File: src/rtl/axi_tagctrl_pkg.sv
// Shared types for the tag-controller read-response merge stage: configuration,
// descriptor / tag-response / R-beat layouts, FSM states and the tag index helper.
package axi_tagctrl_pkg;

   typedef struct packed {
      int unsigned BlockSize;
   } tagc_cfg_t;

   typedef struct packed {
      int unsigned AxiAddrWidth;
      int unsigned AxiDataWidth;
      int unsigned AxiIdWidth;
      int unsigned AxiUserWidth;
      int unsigned CapSize;
      tagc_cfg_t   tagc_cfg;
   } tagctrl_cfg_t;

   localparam tagctrl_cfg_t DefaultCfg = '{
      AxiAddrWidth: 32,
      AxiDataWidth: 128,
      AxiIdWidth:   4,
      AxiUserWidth: 1,
      CapSize:      128,
      tagc_cfg:     '{BlockSize: 64}
   };

   localparam logic [1:0] RESP_OKAY = 2'b00;

   typedef enum logic [1:0] {IDLE, FETCH, STREAM} r_state_e;

   typedef struct packed {
      logic [DefaultCfg.AxiIdWidth-1:0]   a_x_id;
      logic [DefaultCfg.AxiAddrWidth-1:0] a_x_addr;
      logic [7:0]                         a_x_len;
      logic [2:0]                         a_x_size;
      logic [7:0]                         a_x_tag_len;
   } tagctrl_desc_s;

   typedef struct packed {
      logic [DefaultCfg.tagc_cfg.BlockSize-1:0] data;
      logic [1:0]                               resp;
      logic                                     last;
   } tagc_rsp_s;

   typedef struct packed {
      logic [DefaultCfg.AxiIdWidth-1:0]   id;
      logic [DefaultCfg.AxiDataWidth-1:0] data;
      logic [1:0]                         resp;
      logic                               last;
      logic [DefaultCfg.AxiUserWidth-1:0] user;
   } r_chan_s;

   // Position of the capability containing addr within its tag block.
   function automatic int unsigned tag_idx(input logic [63:0] addr,
                                           input int unsigned cap_size,
                                           input int unsigned block_size);
      return 32'((addr / 64'(cap_size / 8)) % 64'(block_size));
   endfunction

endpackage

File: src/rtl/axi_tagctrl_r_tagsel.sv
// Combinational mapper from the current tag word to the per-capability user
// lanes of one R beat, given beat address and transfer size.
module axi_tagctrl_r_tagsel
   import axi_tagctrl_pkg::*;
#(
   parameter int unsigned DataWidth = 128,
   parameter int unsigned CapSize   = 128,
   parameter int unsigned BlockSize = 64,
   parameter int unsigned UserWidth = 1,
   parameter int unsigned AddrWidth = 32
) (
   input  logic [BlockSize-1:0] tag_word,
   input  logic [AddrWidth-1:0] addr,
   input  logic [2:0]           size,
   input  logic                 tag_err,
   output logic [UserWidth-1:0] user
);

   localparam int unsigned CapBytesLog2 = $clog2(CapSize / 8);
   localparam int unsigned IdxW         = $clog2(BlockSize);
   localparam int unsigned Lanes        = DataWidth / CapSize;
   localparam int unsigned LaneW        = (Lanes > 1) ? $clog2(Lanes) : 1;

   logic [IdxW-1:0]  idx;
   logic [LaneW-1:0] lane;
   logic             wide;
   int unsigned      beat_caps;

   assign idx       = IdxW'(tag_idx(64'(addr), CapSize, BlockSize));
   assign wide      = (32'(size) >= CapBytesLog2);
   assign beat_caps = wide ? (32'd1 << (32'(size) - CapBytesLog2)) : 32'd0;

   // Sub-capability transfers carry a single tag on the lane that holds the address.
   generate
      if (Lanes > 1) begin : g_lane_sel
         assign lane = addr[CapBytesLog2 +: LaneW];
      end else begin : g_lane_zero
         assign lane = '0;
      end
   endgenerate

   generate
      for (genvar gi = 0; gi < UserWidth; gi++) begin : g_user
         if (gi < Lanes) begin : g_used
            localparam int unsigned K = gi;
            logic [IdxW-1:0] pos;
            assign pos = idx + IdxW'(K);
            assign user[gi] = !tag_err &&
                              (wide ? ((K < beat_caps) && tag_word[pos])
                                    : ((32'(lane) == K) && tag_word[idx]));
         end else begin : g_spare
            assign user[gi] = 1'b0;
         end
      end
   endgenerate

endmodule

File: src/rtl/axi_tagctrl_r.sv
// Read-response merge stage: restores the original ID on memory R beats and attaches
// per-capability tags in r.user. Optional macro AXI_TAGCTRL_R_TAGERR_EN turns tag-read errors into SLVERR.
module axi_tagctrl_r
   import axi_tagctrl_pkg::*;
#(
   parameter tagctrl_cfg_t Cfg            = DefaultCfg,
   parameter type          tagctrl_desc_t = tagctrl_desc_s,
   parameter type          tagc_rsp_t     = tagc_rsp_s,
   parameter type          r_chan_t       = r_chan_s
) (
   input  logic          clk_i,
   input  logic          rst_ni,
   input  tagctrl_desc_t tagctrl_desc_i,
   input  logic          tagctrl_valid_i,
   output logic          tagctrl_ready_o,
   input  tagc_rsp_t     tagc_rsp_i,
   input  logic          tagc_valid_i,
   output logic          tagc_ready_o,
   input  r_chan_t       r_mem_chan_i,
   input  logic          r_mem_valid_i,
   output logic          r_mem_ready_o,
   output r_chan_t       r_chan_slv_o,
   output logic          r_chan_valid_o,
   input  logic          r_chan_ready_i
);

   localparam int unsigned Aw   = Cfg.AxiAddrWidth;
   localparam int unsigned Iw   = Cfg.AxiIdWidth;
   localparam int unsigned Bs   = Cfg.tagc_cfg.BlockSize;
   localparam int unsigned Uw   = Cfg.AxiUserWidth;
   localparam int unsigned IdxW = $clog2(Bs);

   r_state_e        state;
   logic            desc_ready;
   logic            tagc_ready;
   logic            drain;
   logic            tag_err;
   logic [Iw-1:0]   id;
   logic [Aw-1:0]   addr;
   logic [Aw-1:0]   next_addr;
   logic [7:0]      beats_left;
   logic [7:0]      words_left;
   logic [2:0]      size;
   logic [Bs-1:0]   tag_word;
   logic [IdxW-1:0] next_idx;
   logic [Uw-1:0]   user;
   logic [1:0]      r_resp;
   logic            tag_err_sel;
   logic            beat_hs;

   assign next_addr = addr + (Aw'(1) << size);
   assign next_idx  = IdxW'(tag_idx(64'(next_addr), Cfg.CapSize, Bs));
   assign beat_hs   = (state == STREAM) && r_mem_valid_i && r_chan_ready_i;

   always_ff @(posedge clk_i or negedge rst_ni) begin
      if (!rst_ni) begin
         state      <= IDLE;
         desc_ready <= 1'b0;
         tagc_ready <= 1'b0;
         drain      <= 1'b0;
         tag_err    <= 1'b0;
         id         <= '0;
         addr       <= '0;
         beats_left <= '0;
         words_left <= '0;
         size       <= '0;
         tag_word   <= '0;
      end else begin
         case (state)
            IDLE: begin
               desc_ready <= 1'b1;
               if (tagctrl_valid_i && desc_ready) begin
                  id         <= tagctrl_desc_i.a_x_id;
                  addr       <= tagctrl_desc_i.a_x_addr;
                  beats_left <= tagctrl_desc_i.a_x_len;
                  size       <= tagctrl_desc_i.a_x_size;
                  words_left <= tagctrl_desc_i.a_x_tag_len;
                  drain      <= 1'b0;
                  desc_ready <= 1'b0;
                  tagc_ready <= 1'b1;
                  state      <= FETCH;
               end
            end
            FETCH: begin
               if (tagc_valid_i && tagc_ready) begin
                  if (drain) begin
                     // Leftover tag words after the last beat are consumed and dropped.
                     words_left <= words_left - 8'd1;
                     if (words_left == 8'd1) begin
                        drain      <= 1'b0;
                        tagc_ready <= 1'b0;
                        desc_ready <= 1'b1;
                        state      <= IDLE;
                     end
                  end else begin
                     tag_word   <= tagc_rsp_i.data;
                     tag_err    <= (tagc_rsp_i.resp != RESP_OKAY);
                     tagc_ready <= 1'b0;
                     state      <= STREAM;
                  end
               end
            end
            STREAM: begin
               if (beat_hs) begin
                  addr       <= next_addr;
                  beats_left <= beats_left - 8'd1;
                  if (beats_left == 8'd0) begin
                     if (words_left == 8'd0) begin
                        desc_ready <= 1'b1;
                        state      <= IDLE;
                     end else begin
                        drain      <= 1'b1;
                        tagc_ready <= 1'b1;
                        state      <= FETCH;
                     end
                  end else if (next_idx == '0) begin
                     words_left <= words_left - 8'd1;
                     tagc_ready <= 1'b1;
                     state      <= FETCH;
                  end
               end
            end
            default: state <= IDLE;
         endcase
      end
   end

`ifdef AXI_TAGCTRL_R_TAGERR_EN
   assign tag_err_sel = tag_err;
   assign r_resp      = (tag_err && !r_mem_chan_i.resp[1]) ? 2'b10 : r_mem_chan_i.resp;
`else
   assign tag_err_sel = 1'b0;
   assign r_resp      = r_mem_chan_i.resp;
`endif

   axi_tagctrl_r_tagsel #(
      .DataWidth (Cfg.AxiDataWidth),
      .CapSize   (Cfg.CapSize),
      .BlockSize (Bs),
      .UserWidth (Uw),
      .AddrWidth (Aw)
   ) u_tagsel (
      .tag_word (tag_word),
      .addr     (addr),
      .size     (size),
      .tag_err  (tag_err_sel),
      .user     (user)
   );

   assign tagctrl_ready_o = desc_ready;
   assign tagc_ready_o    = tagc_ready;
   assign r_chan_valid_o  = (state == STREAM) && r_mem_valid_i;
   assign r_mem_ready_o   = (state == STREAM) && r_chan_ready_i;

   always_comb begin
      r_chan_slv_o = '0;
      if (state == STREAM) begin
         r_chan_slv_o.id   = id;
         r_chan_slv_o.data = r_mem_chan_i.data;
         r_chan_slv_o.resp = r_resp;
         r_chan_slv_o.last = (beats_left == 8'd0);
         r_chan_slv_o.user = user;
      end
   end

   // Memory-side ID/last/user are superseded by the descriptor.
   logic unused_inputs;
   assign unused_inputs = ^{tagc_rsp_i.last, r_mem_chan_i.id, r_mem_chan_i.last,
                            r_mem_chan_i.user, tag_err};

endmodule

File: config.mk
export PLATFORM = sky130hd
export DESIGN_NAME = axi_tagctrl_r
export DESIGN_NICKNAME = d
export VERILOG_FILES = /design/src/rtl/axi_tagctrl_pkg.sv /design/src/rtl/axi_tagctrl_r_tagsel.sv /design/src/rtl/axi_tagctrl_r.sv
export SDC_FILE = /design/constraint.sdc
export NUM_CORES = 1
export LEC_CHECK = 0
export CAP_MARGIN = 20
export CELL_PAD_IN_SITES_DETAIL_PLACEMENT = 1
export CELL_PAD_IN_SITES_GLOBAL_PLACEMENT = 2
export CORE_MARGIN = 3
export CORE_UTILIZATION = 22
export DETAILED_ROUTE_END_ITERATION = 6
export GPL_TIMING_DRIVEN = 0
export PLACE_DENSITY_LB_ADDON = 0.1
export SYNTH_ARGS = -nofsm -noshare
export SYNTH_HDL_FRONTEND = slang
export SYNTH_SLANG_ARGS = --single-unit
File: constraint.sdc
create_clock -name clk_i -period 8.61 [get_ports clk_i]
set_input_delay 1.2915 -clock clk_i [delete_from_list [all_inputs] [get_ports clk_i]]
set_output_delay 1.2915 -clock clk_i [all_outputs]
set_load 0.005 [all_outputs]
==> results.yml <==
clock_network:
  clock_sinks: 102
  hold_buffers: 0
  cts-resized-gates: 0
  clkLatencyLatePin_ns: 0.36
  root_buffer: "clkbuf_16"
  clk_pin_slew_ns: 0.07
  cts-buffers-inserted: 9
  htreeDepth: 3
  post_cts_buffers: 0
  cts_buffer_depth: 2
  cts_tree: "done"
layout:
  fin_nets: 1286
  utilization_pct: 38.1
  areaGrowthSynthToFinish_pct: 69.9
  drive_gt1_share_pct: 13.3
worst_setup_path:
  cp_max_fo: 10
  cp.arrival_ns: 3.88
  critPathCaptureType: "output pin"
  required_ns: 7.32
  worstSetupPathType: "flip-flop to output pin"
  startpoint_type: "flip-flop"
floorplanning:
  start_util_pct: 22.4
  die-height_um: 177
  coreArea_um2: 28900
  dieArea_um2: 31500
  fp.dieW_um: 177
  fp-row-count: 62
  num_io_pins: 404
yosys:
  postSynthCellCount: 622
  synthesis.area_um2: 6470
  synth_top_area_cell: "dfrtp_1"
  synthTopCellsByArea: "dfrtp_1 39%, and2_1 13%, mux2_2 13%"
  syn_nets: 902
  synth-edff-count: 0
  synth_seq_cells: 102
  syn_avg_cell_area_um2: 10.4
  async_flop_share_pct: 100
  yosysTopAreaCellShare_pct: 39.5
  ys_seq_area_share_pct: 39.5
  synth_ff_type: "dfrtp_1"
  ys_types: 64
  synth_warnings: 0
placement:
  portBuffers: 372
  gp_congestion: 0.733
  dp_hpwl_mm: 22.3
outcome:
  status: "finished, final reports clean"
pwr:
  power.leakage_nw: 4.39
  seqPwrFrac_pct: 28.1
  swShare_pct: 38.3
  power_switching_w: 0.00121
  powerDensity_nw_per_um2: 286
  p_int_w: 0.00194
  comb_power_share_pct: 59.1
  ir_drop_mv: 0.112
  clock_power_share_pct: 12.9
timing:
  hold_viol: 0
  period_minus_slack_ns: 5.17
  rsz0062_at_grt: "false"
  max_freq_ghz: 0.194
  tightest_slew_ns: 0.892
  tns_ns: 0
  skew_ns: 0.0143
  whs_ns: 0.503
  slew_violations: 0
  fin_crit_sh_pct: 60.0
  slew_headroom_pct: 40.2
  setup-violations-final: 0
global_routing:
  antenna_found_initial: 3
  grt_max_degree: 70
  grt_pass1_wl_mm: 39.4
  grt-ovfl-total: 0
  grt.total_usage_pct: 16.4
  grt_pass1_vias: 6382
detailed_routing:
  routed_wl_mm: 26.8
  vias: 6021
  drc: 0
  routedWlPerCell_um: 19.2
  first_pass_iters: 5
  drt_iter0_drc: 205
  drtAntennaViolNets: 0
  via_per_inst: 4.31
run:
  max_cap_violations: 0
hold_path:
  hp-class: "flip-flop to flip-flop"
cells in the mapped netlist (all sizes together), types with 2 or more instances:
cell / instances
and3: 3
nand4: 3
a22oi: 3
buf: 9
dfrtp: 102
mux2i: 9
and2b: 2
nor3b: 4
xor2: 3
and2: 138
o41ai: 5
nor2: 17
o22ai: 5
a21oi: 18
o21a: 2
inv: 27
clkbuf: 31
nand3: 14
a211oi: 3
mux2: 73
ha: 15
nand2: 35
a21o: 3
mux4: 21
o21ai: 28
or3: 7
a221oi: 2
nor3: 10
and3b: 2
or3b: 2
a31oi: 3
a222oi: 5
routing by layer:
metal  vias up  global-route usage [%]  wire length, um
met5         -                       0               10
met4         2                    3.44              308
met3        17                    4.32             1940
met2       201                    28.2            13200
met1      2856                    20.7            11400
li1       2945                       -                -
cells in the final DEF, fill, tap and decap left out, types with 2 or more instances in the layout:
master	n
a211oi_1	2
a21o_1	2
a21oi_1	18
a221oi_2	2
a222oi_1	5
a22oi_1	3
a31oi_1	2
and2_1	138
and3_1	2
and3b_1	2
buf_2	4
buf_6	4
clkbuf_1	28
clkbuf_16	9
clkbuf_2	3
clkdlybuf4s50_1	371
dfrtp_1	102
diode_2	2
ha_1	15
inv_1	27
inv_6	2
mux2_2	73
mux2i_1	9
mux4_2	21
nand2_1	34
nand3_1	14
nand4_1	3
nor2_1	17
nor3_1	9
nor3b_1	4
o21a_1	2
o21ai_0	26
o22ai_1	5
o41ai_1	5
or3_1	7
xor2_1	3
registers in the layout (all words and copies together) (netlist names):
register	cells
addr	10
beats_left	8
drain	1
id	4
size	3
state	2
tag_word	64
tagc_ready_o	1
tagctrl_ready_o	1
words_left	8
layout make-up:
cell class	count	area [um2]
Fill cell	3287	17900
Multi-Input combinational cell	453	3630
Antenna cell	2	5.00
Clock inverter	5	42.5
Timing Repair Buffer	373	3750
Clock buffer	10	239
Sequential cell	102	2550
Tap cell	384	480
Buffer	40	185
Inverter	27	101
stage by stage:
stage	std cells	setup slack, ns	cell area, um2	power (W)
2_1_floorplan	622	4.85	6470	0.00201
3_3_place_gp	1378	1.83	10700	0.00276
3_5_place_dp	1379	3.74	10700	0.00279
4_1_cts	1394	3.34	11000	0.00322
5_1_grt	1396	3.28	11000	0.00343
6_report	1396	3.44	11000	0.00315
cells by family after synthesis:
group | Yosys count | share of synthesized area, %
mux | 103 | 21.4
fa+ha+maj | 16 | 3.21
buf+inv | 67 | 4.43
simple gates | 241 | 21.3
compound gates | 89 | 9.62
xor+xnor | 4 | 0.542
flops | 102 | 39.5
worst paths after layout:
path,start,cells after the start,to,slack (ns)
max,addr[5]$_DFFE_PN0P_,7,r_chan_slv_o[0],3.44
min,tag_word[2]$_DFFE_PN0P_,1,tag_word[2]$_DFFE_PN0P_,0.50
max reg2reg,size[2]$_DFFE_PN0P_,10,words_left[7]$_DFFE_PN0P_,4.74
min reg2reg,tag_word[2]$_DFFE_PN0P_,1,tag_word[2]$_DFFE_PN0P_,0.50
max in group asynchronous,rst_ni,2,tag_word[58]$_DFFE_PN0P_,7.10
min in group asynchronous,rst_ni,1,tag_word[21]$_DFFE_PN0P_,0.82
power by group through the flow:
stage | sequential, W | combinational [W] | clock [W]
3_3_place_gp | 0.000884 | 0.00188 | 0
2_1_floorplan | 0.000834 | 0.00117 | 0
3_5_place_dp | 0.000894 | 0.00190 | 0
4_1_cts | 0.000885 | 0.00191 | 0.000423
6_report | 0.000884 | 0.00186 | 0.000405
5_1_grt | 0.000919 | 0.00207 | 0.000441
critical path: stages, from the launching register on:
cell             delay, ns
dfrtp_1               0.34
clkbuf_1              0.50
clkbuf_1              0.63
mux4_2                0.41
mux4_2                0.53
mux4_2                0.50
and2_1                0.18
clkdlybuf4s50_1       0.44
Note: power is estimated with default switching activity, not from simulation.
